File: config.mk
export PLATFORM = sky130hd
export DESIGN_NAME = branch_resolve_unit
export DESIGN_NICKNAME = d
export VERILOG_FILES = /design/src/rtl/branch_resolve_unit.sv
export SDC_FILE = /design/constraint.sdc
export NUM_CORES = 1
export LEC_CHECK = 0
export CORE_AREA = 5 5 196 198
export DETAILED_ROUTE_END_ITERATION = 8
export DIE_AREA = 0 0 201 203
export GPL_TIMING_DRIVEN = 0
export PLACE_DENSITY_LB_ADDON = 0.08
export SYNTH_ARGS = -nofsm -noshare
export SYNTH_HDL_FRONTEND = slang
export SYNTH_SLANG_ARGS = --single-unit
export TNS_END_PERCENT = 50
File: constraint.sdc
create_clock -name clk -period 6.6 [get_ports clk]
set_input_delay 1.32 -clock clk [delete_from_list [all_inputs] [get_ports clk]]
set_output_delay 1.32 -clock clk [all_outputs]
set_load 0.02 [all_outputs]
File: src/rtl/branch_resolve_unit.sv
// ---------------------------------------------------------------------------
// branch_resolve_unit
//   Two-stage pipelined resolver for RISC-V conditional branches
//   (BEQ/BNE/BLT/BGE/BLTU/BGEU). S1 registers the incoming request, S2 holds
//   the resolved taken flag and redirect target until the consumer takes it.
//   A request presented in cycle N is delivered on out_* in cycle N+2 when
//   there is no stall.
//
// Ports
//   clk, rst             clock, asynchronous active-high reset
//   in_valid/in_ready    request handshake (in_ready low during flush/reset)
//   in_funct3            B-format funct3
//   in_rs1, in_rs2       operands
//   in_pc, in_imm        branch pc and sign-extended B-immediate
//   flush                drops every in-flight request at the next edge
//   out_valid/out_ready  result handshake; out_* held stable while stalled
//   out_taken            branch taken (never for an illegal funct3)
//   out_target           pc+imm when taken, pc+4 otherwise
//   out_misalign         taken and target breaks IALIGN
//   out_illegal          funct3 is 01x
//   cnt_branches         delivered results, saturating
//   cnt_taken            delivered taken results, saturating
// ---------------------------------------------------------------------------
module branch_resolve_unit #(
  parameter int XLEN   = 32,
  parameter int IALIGN = 32,
  parameter int CNT_W  = 16
) (
  input  logic             clk,
  input  logic             rst,
  input  logic             in_valid,
  output logic             in_ready,
  input  logic [2:0]       in_funct3,
  input  logic [XLEN-1:0]  in_rs1,
  input  logic [XLEN-1:0]  in_rs2,
  input  logic [XLEN-1:0]  in_pc,
  input  logic [XLEN-1:0]  in_imm,
  input  logic             flush,
  output logic             out_valid,
  input  logic             out_ready,
  output logic             out_taken,
  output logic [XLEN-1:0]  out_target,
  output logic             out_misalign,
  output logic             out_illegal,
  output logic [CNT_W-1:0] cnt_branches,
  output logic [CNT_W-1:0] cnt_taken
);

  // S1: captured request
  logic            s1_valid_q,  s1_valid_d;
  logic [2:0]      s1_funct3_q, s1_funct3_d;
  logic [XLEN-1:0] s1_rs1_q,    s1_rs1_d;
  logic [XLEN-1:0] s1_rs2_q,    s1_rs2_d;
  logic [XLEN-1:0] s1_pc_q,     s1_pc_d;
  logic [XLEN-1:0] s1_imm_q,    s1_imm_d;

  // S2: resolved result
  logic            s2_valid_q,    s2_valid_d;
  logic            s2_taken_q,    s2_taken_d;
  logic [XLEN-1:0] s2_target_q,   s2_target_d;
  logic            s2_misalign_q, s2_misalign_d;
  logic            s2_illegal_q,  s2_illegal_d;

  logic [CNT_W-1:0] cnt_branches_q, cnt_branches_d;
  logic [CNT_W-1:0] cnt_taken_q,    cnt_taken_d;

  logic            s1_advance, in_fire, out_fire;
  logic            eq, lt, ltu, illegal, taken, misalign;
  logic [XLEN-1:0] br_target, seq_target, target;

  always_comb begin
    s1_advance = ~s2_valid_q | out_ready;
    // rst is included so in_ready is low for the whole time reset is asserted.
    in_ready   = ~rst & ~flush & (~s1_valid_q | s1_advance);
    in_fire    = in_valid & in_ready;
    out_fire   = s2_valid_q & out_ready;

    // Resolution of the request sitting in S1.
    eq  = (s1_rs1_q == s1_rs2_q);
    lt  = ($signed(s1_rs1_q) < $signed(s1_rs2_q));
    ltu = (s1_rs1_q < s1_rs2_q);

    illegal = 1'b0;
    taken   = 1'b0;
    unique case (s1_funct3_q)
      3'b000:  taken = eq;
      3'b001:  taken = ~eq;
      3'b100:  taken = lt;
      3'b101:  taken = ~lt;
      3'b110:  taken = ltu;
      3'b111:  taken = ~ltu;
      default: illegal = 1'b1;
    endcase

    // Modular adds; any carry out of XLEN is deliberately dropped.
    br_target  = s1_pc_q + s1_imm_q;
    seq_target = s1_pc_q + XLEN'(4);
    target     = taken ? br_target : seq_target;

    if (IALIGN == 16) misalign = taken & br_target[0];
    else              misalign = taken & (|br_target[1:0]);

    // S1 next state
    s1_funct3_d = s1_funct3_q;
    s1_rs1_d    = s1_rs1_q;
    s1_rs2_d    = s1_rs2_q;
    s1_pc_d     = s1_pc_q;
    s1_imm_d    = s1_imm_q;
    if (in_fire) begin
      s1_funct3_d = in_funct3;
      s1_rs1_d    = in_rs1;
      s1_rs2_d    = in_rs2;
      s1_pc_d     = in_pc;
      s1_imm_d    = in_imm;
    end
    if (flush)           s1_valid_d = 1'b0;
    else if (in_fire)    s1_valid_d = 1'b1;
    else if (s1_advance) s1_valid_d = 1'b0;
    else                 s1_valid_d = s1_valid_q;

    // S2 next state: payload only changes when a real request moves in, so
    // a stalled result stays bit-for-bit stable.
    s2_valid_d    = s2_valid_q;
    s2_taken_d    = s2_taken_q;
    s2_target_d   = s2_target_q;
    s2_misalign_d = s2_misalign_q;
    s2_illegal_d  = s2_illegal_q;
    if (s1_advance) begin
      s2_valid_d = s1_valid_q;
      if (s1_valid_q) begin
        s2_taken_d    = taken;
        s2_target_d   = target;
        s2_misalign_d = misalign;
        s2_illegal_d  = illegal;
      end
    end
    if (flush) s2_valid_d = 1'b0;

    // Saturating statistics
    cnt_branches_d = cnt_branches_q;
    cnt_taken_d    = cnt_taken_q;
    if (out_fire && (cnt_branches_q != {CNT_W{1'b1}}))
      cnt_branches_d = cnt_branches_q + CNT_W'(1);
    if (out_fire && s2_taken_q && (cnt_taken_q != {CNT_W{1'b1}}))
      cnt_taken_d = cnt_taken_q + CNT_W'(1);
  end

  always_ff @(posedge clk or posedge rst) begin
    if (rst) begin
      s1_valid_q     <= 1'b0;
      s1_funct3_q    <= '0;
      s1_rs1_q       <= '0;
      s1_rs2_q       <= '0;
      s1_pc_q        <= '0;
      s1_imm_q       <= '0;
      s2_valid_q     <= 1'b0;
      s2_taken_q     <= 1'b0;
      s2_target_q    <= '0;
      s2_misalign_q  <= 1'b0;
      s2_illegal_q   <= 1'b0;
      cnt_branches_q <= '0;
      cnt_taken_q    <= '0;
    end else begin
      s1_valid_q     <= s1_valid_d;
      s1_funct3_q    <= s1_funct3_d;
      s1_rs1_q       <= s1_rs1_d;
      s1_rs2_q       <= s1_rs2_d;
      s1_pc_q        <= s1_pc_d;
      s1_imm_q       <= s1_imm_d;
      s2_valid_q     <= s2_valid_d;
      s2_taken_q     <= s2_taken_d;
      s2_target_q    <= s2_target_d;
      s2_misalign_q  <= s2_misalign_d;
      s2_illegal_q   <= s2_illegal_d;
      cnt_branches_q <= cnt_branches_d;
      cnt_taken_q    <= cnt_taken_d;
    end
  end

  assign out_valid    = s2_valid_q;
  assign out_taken    = s2_taken_q;
  assign out_target   = s2_target_q;
  assign out_misalign = s2_misalign_q;
  assign out_illegal  = s2_illegal_q;
  assign cnt_branches = cnt_branches_q;
  assign cnt_taken    = cnt_taken_q;

endmodule

==> results of run 1 <==
==> power by group <==
group / switching [mW] / internal (mW) / leakage, nW
clock: 0.508 / 0.650 / 0.299
sequential: 0.218 / 1.49 / 2.45
combinational: 0.904 / 0.869 / 3.45
==> flip-flops by register name, indices dropped and copies added, names as in the netlist <==
name          cells
s1_valid_q        1
out_misalign      1
cnt_branches     16
out_illegal       1
cnt_taken        16
s1_imm_q         32
s1_pc_q          32
s1_funct3_q       3
s1_rs1_q         32
out_taken         1
out_valid         1
s1_rs2_q         32
out_target       32
==> metal layers <==
layer,GRT usage,vias up,part of all wire
met5,0,-,0.0022
met4,0.0411,8,0.012
met3,0.0452,28,0.050
met2,0.256,122,0.48
met1,0.195,3842,0.45
li1,-,3932,-
==> area by class of cell <==
| type | instances | area [um^2] |
|---|---|---|
| Sequential cell | 200 | 5000 |
| Antenna cell | 1 | 2.50 |
| Clock inverter | 12 | 189 |
| Inverter | 46 | 176 |
| Multi-Input combinational cell | 705 | 5470 |
| Timing Repair Buffer | 211 | 2180 |
| Fill cell | 3627 | 22200 |
| Buffer | 27 | 119 |
| Tap cell | 468 | 586 |
| Clock buffer | 19 | 443 |
==> stage by stage <==
stage	worst slack [ps]	hold slack (ps)	util	total power, mW
finish	2120	482	0.390	4.64
global route	2000	509	0.390	4.97
CTS	2060	491	0.390	4.72
detailed placement	1920	473	0.372	3.54
global placement	652	465	0.369	3.51
floorplan	2690	479	-	2.85
==> path summary, 6_finish.rpt <==
| path | depth (start not counted) | slack (ps) | endpoint | from |
|---|---|---|---|---|
| worst max register to register | 12 | 3020 | out_target[16]$_DFFE_PP0P_ | s1_rs1_q[31]$_DFFE_PP0P_ |
| worst min register to register | 2 | 480 | out_misalign$_DFFE_PP0P_ | out_misalign$_DFFE_PP0P_ |
| worst min-delay path | 2 | 480 | out_misalign$_DFFE_PP0P_ | out_misalign$_DFFE_PP0P_ |
| min in group asynchronous | 2 | 1310 | s1_rs1_q[26]$_DFFE_PP0P_ | rst |
| worst max-delay path | 4 | 2120 | in_ready | out_ready |
| max in group asynchronous | 6 | 4130 | s1_pc_q[20]$_DFFE_PP0P_ | rst |
==> cells by family after synthesis <==
kind of cell / after synthesis / share of synthesized area
xor gates and xnor gates: 83 / 0.0675
muxes: 152 / 0.157
DFF: 200 / 0.465
adders and majority gates: 67 / 0.0786
AOI/OAI and AO/OA: 170 / 0.0991
buffers and inverters: 73 / 0.0271
and+or+nand+nor: 233 / 0.106
==> worst register-to-register path: stages, from the launching register on <==
cell	delay, ps
dfrtp_1	390
ha_1	350
nand4_1	210
nor4_2	460
nand4_1	220
xor2_1	220
nor3_2	60
a31oi_2	560
and2_4	270
buf_6	160
buf_2	290
a21oi_1	120
o21ai_0	170
==> cells in the final DEF (no fill, tap or decap), drive strengths merged, types with 6 or more instances in the layout <==
master and count:
dfrtp 200, nand2 71, nand4 18, clkdlybuf4s50 204, a31oi 6, a21o 17
and3 16, clkbuf 36, ha 66, o21ai 56, inv 49, xor2 31
nand3 34, mux2i 19, xnor2 52, nor3 18, mux2 133, nor2b 8
a21oi 53, nor2 44, buf 17
==> flow_metrics.tcl, run 1 <==
set metrics [dict create \
    yosys_warnings 0 \
    final_area_um2 14200 \
    finalClockSkew_ps 13.0 \
    gp_congestion 0.841 \
    clk_pin_slew_ps 80 \
    synthTopCellsByArea "dfrtp_1, mux2_2, ha_1" \
    die_y_um 203 \
    drtIter0Drc 185 \
    cts.path.max_buffers 2 \
    endpoint_kind "output port" \
    cts_hold_buf 0 \
    insertion_delay_ps 450 \
    drv_slew 0 \
    track_usage 0.153 \
    netlist_area_um2 10800 \
    synth_fp_nets 1181 \
    row_count 70 \
    vias 7932 \
    crit_path_max_incr_delay_ps 690 \
    synthTopCellsByCount "dfrtp_1, mux2_2, nand2_1, ha_1, xnor2_1" \
    portBuffers 204 \
    routed_wirelength_um 30600 \
    cts_buffers 17 \
    place_inst 1657 \
    synth_cell_type_count 55 \
    layout.nets 1411 \
    async_reset_ff_frac 1.00 \
    finalNonFillerCells 1689 \
    ys.flop_type "dfrtp_1" \
    worstSetupPathType "in -> out" \
    syn_avg_cell_area_um2 11.0 \
    antenna_left 0 \
    synth_edf_count 0 \
    synth.largest_area_cell "dfrtp_1" \
    antenna_found_initial 4 \
    cts_setup_buffers 0 \
    grt_setup_unrepaired "no" \
    power_density_nw_per_um2 327 \
    grt_pass1_vias 8421 \
    crit_family "buffers and inverters" \
    layout-drive-gt1-share 0.156 \
    grt_pass1_wl_um 48800 \
    path_common_cell "clkdlybuf4s50_1" \
    ir_drop_v 0.000187 \
    syn_to_final_growth_pct 31.6 \
    outcome "completed" \
    power.leakage_nw 6.19 \
    dpl_cell_area_um2 13500 \
    grt-ovfl-total 0 \
    postSynthCellCount 978 \
    crit_slowest_cell "clkdlybuf4s50_1" \
    cts_tree "built" \
    cp_max_fo 5 \
    die_area_um2 40800 \
    core_um2 36300 \
    max_freq_ghz 0.223 \
    grt_max_degree 31 \
    max_slew_margin 0.424 \
    dp_hpwl_um 24200 \
    fp.dieW_um 201 \
    clock-sinks 200 \
    period_needed_ps 4480 \
    max-cap-violations 0 \
    cp.arrival_ps 3160 \
    critPathBufInv 2 \
    synth_seq_cells 200 \
    cts.htree.levels 4 \
    drc_errors 0 \
    finalHoldViolCount 0 \
    cts-root-buf "clkbuf_16" \
    worstPathRequired_ps 5280 \
    worstMarginPinSlew_ps 865 \
    synthMostInstantiatedCell "dfrtp_1" \
    fin_crit_sh 0.679 \
    num_io_pins 205 \
    first_pass_iters 4 \
    cp_cell_sequence "clkdlybuf4s50_1 -> nor2b_1 -> a211oi_1 -> clkdlybuf4s50_1" \
    start_util 0.296 \
    fin_setup_tns_ps 0 \
    ys_seq_area_frac 0.465 \
    worst_setup_path_start_kind "input pin" \
    post_cts_resize_count 0 \
    viasPerCell 4.70 \
    synth_top_area_frac 0.465 \
    wl_per_cell_um 18.1 \
    setup_viol 0 \
    hold_class "reg -> reg" \
]
(Power assumes the default switching activity.)
==> run 2: changes to the inputs <==
==> constraint.sdc (replaced) <==
create_clock -name clk -period 4.65 [get_ports clk]
set_input_delay 0.93 -clock clk [delete_from_list [all_inputs] [get_ports clk]]
set_output_delay 0.93 -clock clk [all_outputs]
set_load 0.02 [all_outputs]
==> results of run 2 <==
The final DEF is identical to that of run 1. Status: completed.
Among the figures that moved: setup slack after placement 1920 ps -> 360 ps; setup slack after layout 2120 ps -> 950 ps; register-to-register setup slack 3020 ps -> 1070 ps; total power 4.64 mW -> 6.58 mW; worst IR drop on VDD 0.000187 V -> 0.000265 V
==> run 3: changes to the inputs <==
==> constraint.sdc (replaced) <==
create_clock -name clk -period 3.7 [get_ports clk]
set_input_delay 0.74 -clock clk [delete_from_list [all_inputs] [get_ports clk]]
set_output_delay 0.74 -clock clk [all_outputs]
set_load 0.02 [all_outputs]
==> flow_metrics.tcl, run 3 (synthesized netlist as in run 1, its figures left out) <==
set metrics [dict create \
    first_pass_iters 4 \
    rrSetupSlack_ps 290 \
    row_count 70 \
    dp_hpwl_um 24200 \
    hp-start "out_misalign$_DFFE_PP0P_" \
    finalHoldViolCount 0 \
    cts-root-buf "clkbuf_16" \
    die_area_um2 40800 \
    clk_pin_slew_ps 80 \
    cts_setup_buffers 0 \
    grt_pass1_vias 8421 \
    endpoint_kind "register" \
    max-cap-violations 0 \
    start_util 0.296 \
    cts_tree "built" \
    r2r_cells 11 \
    r2r_end "out_target[28]$_DFFE_PP0P_" \
    period_needed_ps 3410 \
    holdWs_ps 481 \
    num_io_pins 205 \
    die_y_um 203 \
    power.leakage_nw 6.20 \
    cts.htree.levels 4 \
    cts.path.max_buffers 2 \
    fp.dieW_um 201 \
    worst_setup_path_start_kind "register" \
    antenna_left 0 \
    holdPathStages 2 \
    cp_max_fo 6 \
    grt_pass1_wl_um 48800 \
    worstPathRequired_ps 4000 \
    drtIter0Drc 183 \
    outcome "completed" \
    gp_congestion 0.841 \
    layout_commonest_cell "clkdlybuf4s50_1" \
    top_usage_layer "met2" \
    drv_slew 0 \
    post_cts_resize_count 0 \
    reg2reg_from "s1_pc_q[0]$_DFFE_PP0P_" \
    worstSetupPathType "reg -> reg" \
    fin_crit_sh 0.922 \
    clock-sinks 200 \
    max_freq_ghz 0.293 \
    wl_per_cell_um 18.2 \
    final_cell_mix "clkdlybuf4s50_1, dfrtp_1, mux2_2" \
    viasPerCell 4.70 \
    syn_to_final_growth_pct 31.9 \
    grt-ovfl-total 0 \
    grtUsageMet2 0.256 \
    grt_setup_unrepaired "yes" \
    vias 7939 \
    use_met3 0.0452 \
    antenna_found_initial 4 \
    track_usage 0.153 \
    hold_end "out_misalign$_DFFE_PP0P_" \
    insertion_delay_ps 450 \
    cts_buffers 17 \
    ir_drop_v 0.000333 \
    drc_errors 0 \
    grt_max_degree 31 \
    portBuffers 204 \
    hold_class "reg -> reg" \
    max_slew_margin 0.479 \
    worstMarginPinSlew_ps 782 \
    routed_wirelength_um 30700 \
    cp.arrival_ps 3710 \
    core_um2 36300 \
    layout.nets 1411 \
    p_total_mw 8.29 \
    power_density_nw_per_um2 584 \
    met1_usage 0.195 \
    layout-drive-gt1-share 0.157 \
    cts_hold_buf 0 \
    finalClockSkew_ps 13.5 \
    setup_viol 0 \
]
run 3: report_power, final:
part           internal (mW)  leakage (nW)  total, mW  switching (mW)
clock network           1.16         0.299       2.07           0.910
registers               2.65          2.45       3.04           0.388
logic                   1.55          3.46       3.18            1.62
total                   5.37          6.20       8.29            2.92
run 3: layout make-up:
type	count	area [um^2]
fill	3626	22100
multi-input combinational	705	5500
sequential	200	5000
timing repair buffer	211	2180
tap	468	586
clock buffer	19	443
clock inverter	12	189
inverter	46	176
buffer	27	120
antenna	1	2.50
run 3: worst max-delay path by stage:
| stage | startpoint | to | slack, ps |
|---|---|---|---|
| final | s1_pc_q[0]$_DFFE_PP0P_ | out_target[28]$_DFFE_PP0P_ | 290 |
| after floorplan | rst | cnt_branches[0]$_DFFE_PP0P_ | 370 |
| after global routing | out_ready | s1_pc_q[20]$_DFFE_PP0P_ | -40 |
| after global placement | rst | s1_rs2_q[8]$_DFFE_PP0P_ | -1670 |
| after detailed placement | out_ready | s1_pc_q[9]$_DFFE_PP0P_ | -400 |
| after CTS | s1_rs1_q[31]$_DFFE_PP0P_ | out_target[16]$_DFFE_PP0P_ | 30 |
run 3: routing by layer:
| metal | part of all wire | routed length, um |
|---|---|---|
| met5 | 0.0022 | 68 |
| met4 | 0.012 | 379 |
| met3 | 0.052 | 1580 |
| met2 | 0.48 | 14800 |
| met1 | 0.45 | 13900 |
run 3: per-stage QoR:
stage,instance area [um^2],setup WS (ps),util,std cells,setup TNS (ps)
finish,14200,288,0.391,1689,0
global route,14200,-42.5,0.391,1688,-289
CTS,14200,34.7,0.390,1688,0
detailed placement,13500,-400,0.372,1657,-23440
global placement,13400,-1670,0.369,1650,-355990
floorplan,10800,372,-,978,0
run 3: critical path, cell delays in order (launching register included):
cell and delay (ps):
dfrtp_1 400, ha_1 250, fa_1 440, a211oi_1 230, o21ai_0 210, a211oi_1 390
o21ai_1 280, a221oi_1 490, o41ai_1 180, xor2_1 160, mux2i_1 150, o21ai_0 90
